## src/rtl/self_sync_descrambler.sv

```systemverilog
// Purpose: multiplicative (self-synchronizing) descrambler, out = in ^ parity(history & TAPS), with lock flag.
// Latency: one cycle; a bit accepted at edge N is presented on the registered output after edge N.
// Backpressure: in_ready = !flush && (!out_valid || out_ready); one output register, no skid buffer.
//
// Ports:
//   clk, rst       rising-edge clock, synchronous active-high reset (highest priority)
//   flush          synchronous clear of history, fill count, lock and any pending output beat
//   in_bit/in_valid/in_ready     scrambled bit stream, valid/ready handshake
//   out_bit/out_valid/out_ready  descrambled bit stream, valid/ready handshake
//   out_locked     qualifies out_bit: it was derived from ORDER genuine history bits
//
// ORDER may range from 2 to 32. TAPS bit k set means a term at delay k+1
// (default x^7 + x^6 + 1).
module self_sync_descrambler #(
  parameter int unsigned      ORDER = 7,
  parameter logic [ORDER-1:0] TAPS  = 7'b1100000
) (
  input  logic clk,
  input  logic rst,
  input  logic flush,
  input  logic in_bit,
  input  logic in_valid,
  output logic in_ready,
  output logic out_bit,
  output logic out_valid,
  input  logic out_ready,
  output logic out_locked
);

  // Fill counter only needs to reach ORDER and then saturate.
  localparam int unsigned    CW       = $clog2(ORDER + 1);
  localparam logic [CW-1:0]  FULL_CNT = CW'(ORDER);
  localparam logic [CW-1:0]  ONE_CNT  = CW'(1);

  // State
  logic [ORDER-1:0] sr_q, sr_d;               // sr_q[0] = most recent accepted scrambled bit
  logic [CW-1:0]    fill_cnt_q, fill_cnt_d;   // genuine history bits seen since reset/flush
  logic             out_bit_q, out_bit_d;
  logic             out_valid_q, out_valid_d;
  logic             out_locked_q, out_locked_d;

  // Combinational helpers
  logic             accept;
  logic             descr_bit;
  logic             hist_full;

  // The output register may be refilled in the same cycle it drains, so a
  // ready downstream gives full throughput with no bubbles. Flush blocks the
  // input so the beat presented during a flush never enters the history.
  assign in_ready  = !flush && (!out_valid_q || out_ready);
  assign accept    = in_valid && in_ready;

  // Feed-through descrambling: the history holds received (scrambled) bits,
  // so a channel error leaves the register after ORDER shifts and cannot
  // corrupt the state permanently.
  assign descr_bit = in_bit ^ (^(sr_q & TAPS));

  // Lock is judged on the history that produces this beat, i.e. before the
  // current bit is shifted in: beat ORDER+1 is the first locked one.
  assign hist_full = (fill_cnt_q == FULL_CNT);

  always_comb begin
    sr_d         = sr_q;
    fill_cnt_d   = fill_cnt_q;
    out_bit_d    = out_bit_q;
    out_valid_d  = out_valid_q;
    out_locked_d = out_locked_q;

    if (flush) begin
      // Discard history and any pending output beat; out_bit keeps its last
      // value but is no longer qualified by out_valid.
      sr_d         = '0;
      fill_cnt_d   = '0;
      out_valid_d  = 1'b0;
      out_locked_d = 1'b0;
    end else if (accept) begin
      // New beat replaces the old one, whether or not the old one was taken
      // this cycle (in_ready guarantees it was, if it was valid).
      out_bit_d    = descr_bit;
      out_valid_d  = 1'b1;
      out_locked_d = hist_full;
      sr_d         = {sr_q[ORDER-2:0], in_bit};
      if (!hist_full) begin
        fill_cnt_d = fill_cnt_q + ONE_CNT;
      end
    end else if (out_valid_q && out_ready) begin
      // Drained with nothing to replace it; data and lock hold for inspection.
      out_valid_d  = 1'b0;
    end
  end

  always_ff @(posedge clk) begin
    if (rst) begin
      sr_q         <= '0;
      fill_cnt_q   <= '0;
      out_bit_q    <= 1'b0;
      out_valid_q  <= 1'b0;
      out_locked_q <= 1'b0;
    end else begin
      sr_q         <= sr_d;
      fill_cnt_q   <= fill_cnt_d;
      out_bit_q    <= out_bit_d;
      out_valid_q  <= out_valid_d;
      out_locked_q <= out_locked_d;
    end
  end

  assign out_bit    = out_bit_q;
  assign out_valid  = out_valid_q;
  assign out_locked = out_locked_q;

endmodule

```

## config.mk

```make
export PLATFORM = sky130hd
export DESIGN_NAME = self_sync_descrambler
export DESIGN_NICKNAME = d
export VERILOG_FILES = /design/src/rtl/self_sync_descrambler.sv
export SDC_FILE = /design/constraint.sdc
export NUM_CORES = 1
export LEC_CHECK = 0
export ABC_AREA = 1
export BUFFER_PORTS_ARGS = -buffer_cell sky130_fd_sc_hd__buf_2
export CAP_MARGIN = 20
export CORE_MARGIN = 10
export CORE_UTILIZATION = 40
export DETAILED_ROUTE_END_ITERATION = 8
export PLACE_DENSITY = 0.64
export SYNTH_ARGS = -nofsm -noshare
export SYNTH_HDL_FRONTEND = slang
export SYNTH_SLANG_ARGS = --single-unit
```

## constraint.sdc

```tcl
create_clock -name clk -period 1.4 [get_ports clk]
set_input_delay 0.21 -clock clk [delete_from_list [all_inputs] [get_ports clk]]
set_output_delay 0.21 -clock clk [all_outputs]
set_load 0.01 [all_outputs]
```

Yosys cells after proc, flatten, opt, wreduce, memory -nomap -nowiden
Index checks and enable logic that the tools add are counted.
- bitwise gates (word level): 3
- equality and inequality tests: 1
- multipliers: 0
- divide/modulo/power cells: 0
- add/sub/neg operators: 1
- reductions and logical operators: 11
- muxes and demuxes: 2
- shifts and indexed selects: 0
- magnitude comparators: 0
- operators with widths (cell ; number):
    7-bit parity ; 1
    2-bit AND reduction ; 2
    3-bit by 1-bit adder with 3-bit output (second input constant) ; 1
    3-bit equality test (second input constant) ; 1
    1-bit logical AND ; 3
    1-bit logical NOT ; 2
    1-bit 2-to-1 mux ; 2
    1-bit inverter ; 2
    2-bit nonzero test ; 1
    2-bit OR reduction ; 1
    1-bit logical OR ; 1
    1-bit XOR ; 1
- bits in writable memories: 0
- input bits: 6
- memories: 0
- latch bits: 0
- register bits after elaboration: 13
- logic and storage cells: 23
- output and inout port bits: 4
- ROM bits: 0

Depth between registers and ports, before layout
- depth after elaboration: 5
- mapped depth: 7
- mapped depth without buffers: 7

Worst setup path before layout
Ideal clock, no wire load.
- kind: register to register
- start point: register fill_cnt_q[0]
- end point: register fill_cnt_q[0]
- cell stages (with the launch flop): 7
- path slack: 0.285 ns
- arrival: 1.001 ns
- path buffers: 0
- setup time: 0.114 ns
- required time: 1.286 ns
- path through: dfxtp_1 ha_1 ha_1 inv_1 nand4_2 nor2_1 nor2_1
- word-level cells in the longest chain between the ends: 3
- elaborated cells on any way between the ends: 4
- classes of those cells: 1 x add/sub; 1 x eq/ne; 1 x bitwise; 1 x reduce/logical
- ends and longest elaborated chain (what ; line ; source):
    start, declared ; 37 ; logic [CW-1:0] fill_cnt_q, fill_cnt_d;
    start signal, assigned ; 101 ; fill_cnt_q <= fill_cnt_d;
    3-bit equality test ; 60 ; assign hist_full = (fill_cnt_q == FULL_CNT);
    named net hist_full ; 45 ; logic hist_full;
    1-bit inverter (no line) ; n/a ;
    2-bit AND reduction (no line) ; n/a ;
The timed path passes the listed nets, and every way through them passes these cells.
A chain may end at the register's enable or synchronous reset.

Final worst setup path
- start point: register out_valid_q, in the netlist out_valid
- end point: output in_ready
- word-level cells in the longest chain between the ends: 3
- ends and longest elaborated chain (what ; line ; source):
    start, declared ; 39 ; logic out_valid_q, out_valid_d;
    start signal, assigned ; 103 ; out_valid_q <= out_valid_d;
    1-bit logical NOT ; 50 ; assign in_ready = !flush && (!out_valid_q || out_ready);
    1-bit logical OR ; 50 ;
    1-bit logical AND ; 50 ;
    end, declared ; 23 ; output logic in_ready,
Every way passes these cells.

==> flow_summary.yaml <==
timing:
  fmax_ghz: 0.803
  final-max-slew-violation-count: 0
  count_of_final_setup_violators: 0
  timing.final.hold_violations: 0
  relSlewSlack: 0.841
  timing.clock.skew_ps: 2.36
  worst_pin_slew_ps: 238
  final.period_utilization: 0.890
  finalSetupTns_ps: 0
  layout_min_cycle_time_ps: 1250
  grt_setup_unrepaired: "false"
power_and_ir_drop:
  leakage_nw: 0.310
  sequentialPowerShare: 0.557
  share_comb_of_total_power: 0.100
  power_frac_clock: 0.343
  peak_ir_drop_on_the_vdd_network_v: 0.000451
  power_switching_share: 0.250
  p_switching_mw: 0.171
  power.density_nw_per_um2: 1020
  cellInternalPower_mw: 0.512
outcome:
  outcome: "finished, final reports clean"
clock_tree:
  cts_tree: "built"
  postCtsSetupRepairBufs: 0
  hold_buf_cts: 0
  clock-sinks: 13
  postCtsResizedCells: 0
  cts_htree_levels: 1
  max-clock-path-buffers: 2
  inserted_clock_buffers: 3
  insertion_delay_ps: 280
  cts.clk_slew.worst_paths_ps: 80
  clock_tree.root_cell: "sky130_fd_sc_hd__clkbuf_4"
synthesis:
  synthesis.area_per_instance_sq_um: 7.21
  synth_sequential_area_ratio: 0.445
  yosys_warn_count: 0
  syn-instance-count: 81
  netlist-cell-type-count: 13
  netlist_area_sq_um: 584
  syn_nets: 89
  synth.ff_latch_count: 13
setup_path:
  crit_path_cell_trace: "a21oi_2 > buf_2"
  cp_data_arrival_time_ps: 1040
  required_ps: 1190
  regToRegSetupSlack_ps: 190
  worstSetupEndpointType: "output pin"
  crit_type: "reg2out"
  worst-path-max-fanout: 5
  critical_path.slowest_cell: "sky130_fd_sc_hd__dfxtp_1"
  worst_setup_path_start_kind: "flip-flop"
  delay_of_the_slowest_critical_path_stage_ps: 330
final_layout:
  nFillCells: 140
  number_of_diodes: 0
  postLayoutCellArea_sq_um: 667
  share_of_cells_above_drive_strength_1: 0.194
  syn2layout_area_growth_pct: 14.1
  nets: 102
grt:
  grt_util_all_layers: 0.0715
  pin_count_of_the_biggest_net_entering_global_routing: 12
  grt_antenna_before_repair: 0
  gr-total-overflow: 0
  grt_pass1_wl_mm: 1.88
  first_global_vias: 442
drt:
  detail_route.first_pass.iterations: 4
  dr_total_vias: 495
  vias_per_cell: 4.58
  drc_errors: 0
  drt_iter0_markers: 12
  wire_per_inst_um: 10.3
  totalWireLength_mm: 1.11
  postRouteAntennaNets: 0
die:
  die_width_um: 58.2
  initial_core_util: 0.438
  row_count: 13
  die_height_um: 58.2
  core_area_sq_um: 1330
  io_pins: 10
  design.die.area_sq_um: 3390
placed_design:
  routabilityCongestion: 0.689
  port_buffers: 9
  place_area_sq_um: 641
  dpl_hpwl_um: 821
min_path:
  hold_path.class: "in2reg"
flow_run:
  cap_viol_max_count: 0
logic make-up (layout without fill, tap and decap cells):
| family | after synthesis | after routing | share of synthesized area |
|---|---|---|---|
| buffers and inverters | 15 | 27 | 0.109 |
| and+or+nand+nor | 41 | 41 | 0.311 |
| adders and majority gates | 2 | 2 | 0.0428 |
| AOI/OAI and AO/OA | 10 | 10 | 0.0921 |
| DFF | 13 | 13 | 0.445 |
stage by stage:
step | util | total power, mW | worst slack [ps] | hold slack [ps] | std cells
after floorplan | - | 0.435 | 285 | 359 | 81
after global placement | 0.480 | 0.457 | 235 | 432 | 104
after detailed placement | 0.480 | 0.458 | 188 | 438 | 104
after CTS | 0.500 | 0.693 | 141 | 192 | 108
after global routing | 0.500 | 0.719 | 90.8 | 219 | 108
final | 0.500 | 0.682 | 154 | 193 | 108
power groups by stage:
stage | combinational [mW] | clock, mW | sequential, mW
3_5_place_dp | 0.0687 | 0 | 0.389
3_3_place_gp | 0.0682 | 0 | 0.389
6_report | 0.0680 | 0.234 | 0.380
4_1_cts | 0.0692 | 0.243 | 0.381
2_1_floorplan | 0.0443 | 0 | 0.391
5_1_grt | 0.0793 | 0.258 | 0.381
layout make-up:
type | count | area, sq um | share of cell area
flip-flops and latches | 13 | 260 | 0.390
multi-input cells | 53 | 260 | 0.390
repair buffers | 10 | 52.6 | 0.0788
inverters | 13 | 48.8 | 0.0732
clock buffers | 4 | 26.3 | 0.0394
well taps | 15 | 18.8 | 0.0281
critical path: cells and delay by family, from the launching register on:
family / cells / cell delay [ps]
AOI/OAI and AO/OA: 1 / 240
buffers and inverters: 1 / 180
DFF: 1 / 330
routing by layer:
| metal | wire, um | up-vias | GRT usage |
|---|---|---|---|
| met2 | 429 | 10 | 0.0966 |
| met4 | 48 | 0 | 0.0705 |
| li1 | - | 276 | - |
| met1 | 548 | 205 | 0.0792 |
| met5 | 0 | - | 0 |
| met3 | 86 | 4 | 0.0327 |
state kept, by name (all words and copies together), names as in the netlist:
register,count
out_bit,1
sr_q,7
out_valid,1
fill_cnt_q,3
out_locked,1
cell usage in the layout, fill, tap and decap left out, types with 2 or more instances in the layout:
cell type and n:
sky130_fd_sc_hd__ha_1 2, sky130_fd_sc_hd__a21oi_1 9, sky130_fd_sc_hd__nor2_1 8, sky130_fd_sc_hd__dfxtp_1 13, sky130_fd_sc_hd__clkbuf_4 3, sky130_fd_sc_hd__buf_2 9
sky130_fd_sc_hd__inv_1 12, sky130_fd_sc_hd__nand3_1 8, sky130_fd_sc_hd__nand2_1 22
synth_stat cells (all sizes together):
| master | number | area [sq um] |
|---|---|---|
| nor2 | 9 | 36.3 |
| nand2 | 22 | 82.6 |
| inv | 13 | 48.8 |
| nand3 | 9 | 50.1 |
| ha | 2 | 25.0 |
| nand4 | 1 | 12.5 |
| buf | 2 | 15.0 |
| dfxtp | 13 | 260 |
| a21oi | 10 | 53.8 |
final timing paths:
check / to / cells after the start / start
hold reg to reg: out_locked$_SDFFE_PP0P_ / 2 / out_locked$_SDFFE_PP0P_
setup / recovery: in_ready / 2 / out_valid$_SDFFE_PP0P_
setup reg to reg: fill_cnt_q[2]$_SDFFE_PP0P_ / 6 / fill_cnt_q[0]$_SDFFE_PP0P_
hold / removal: out_bit$_SDFFE_PP0P_ / 4 / rst
Power figures use the tool's default switching activity.
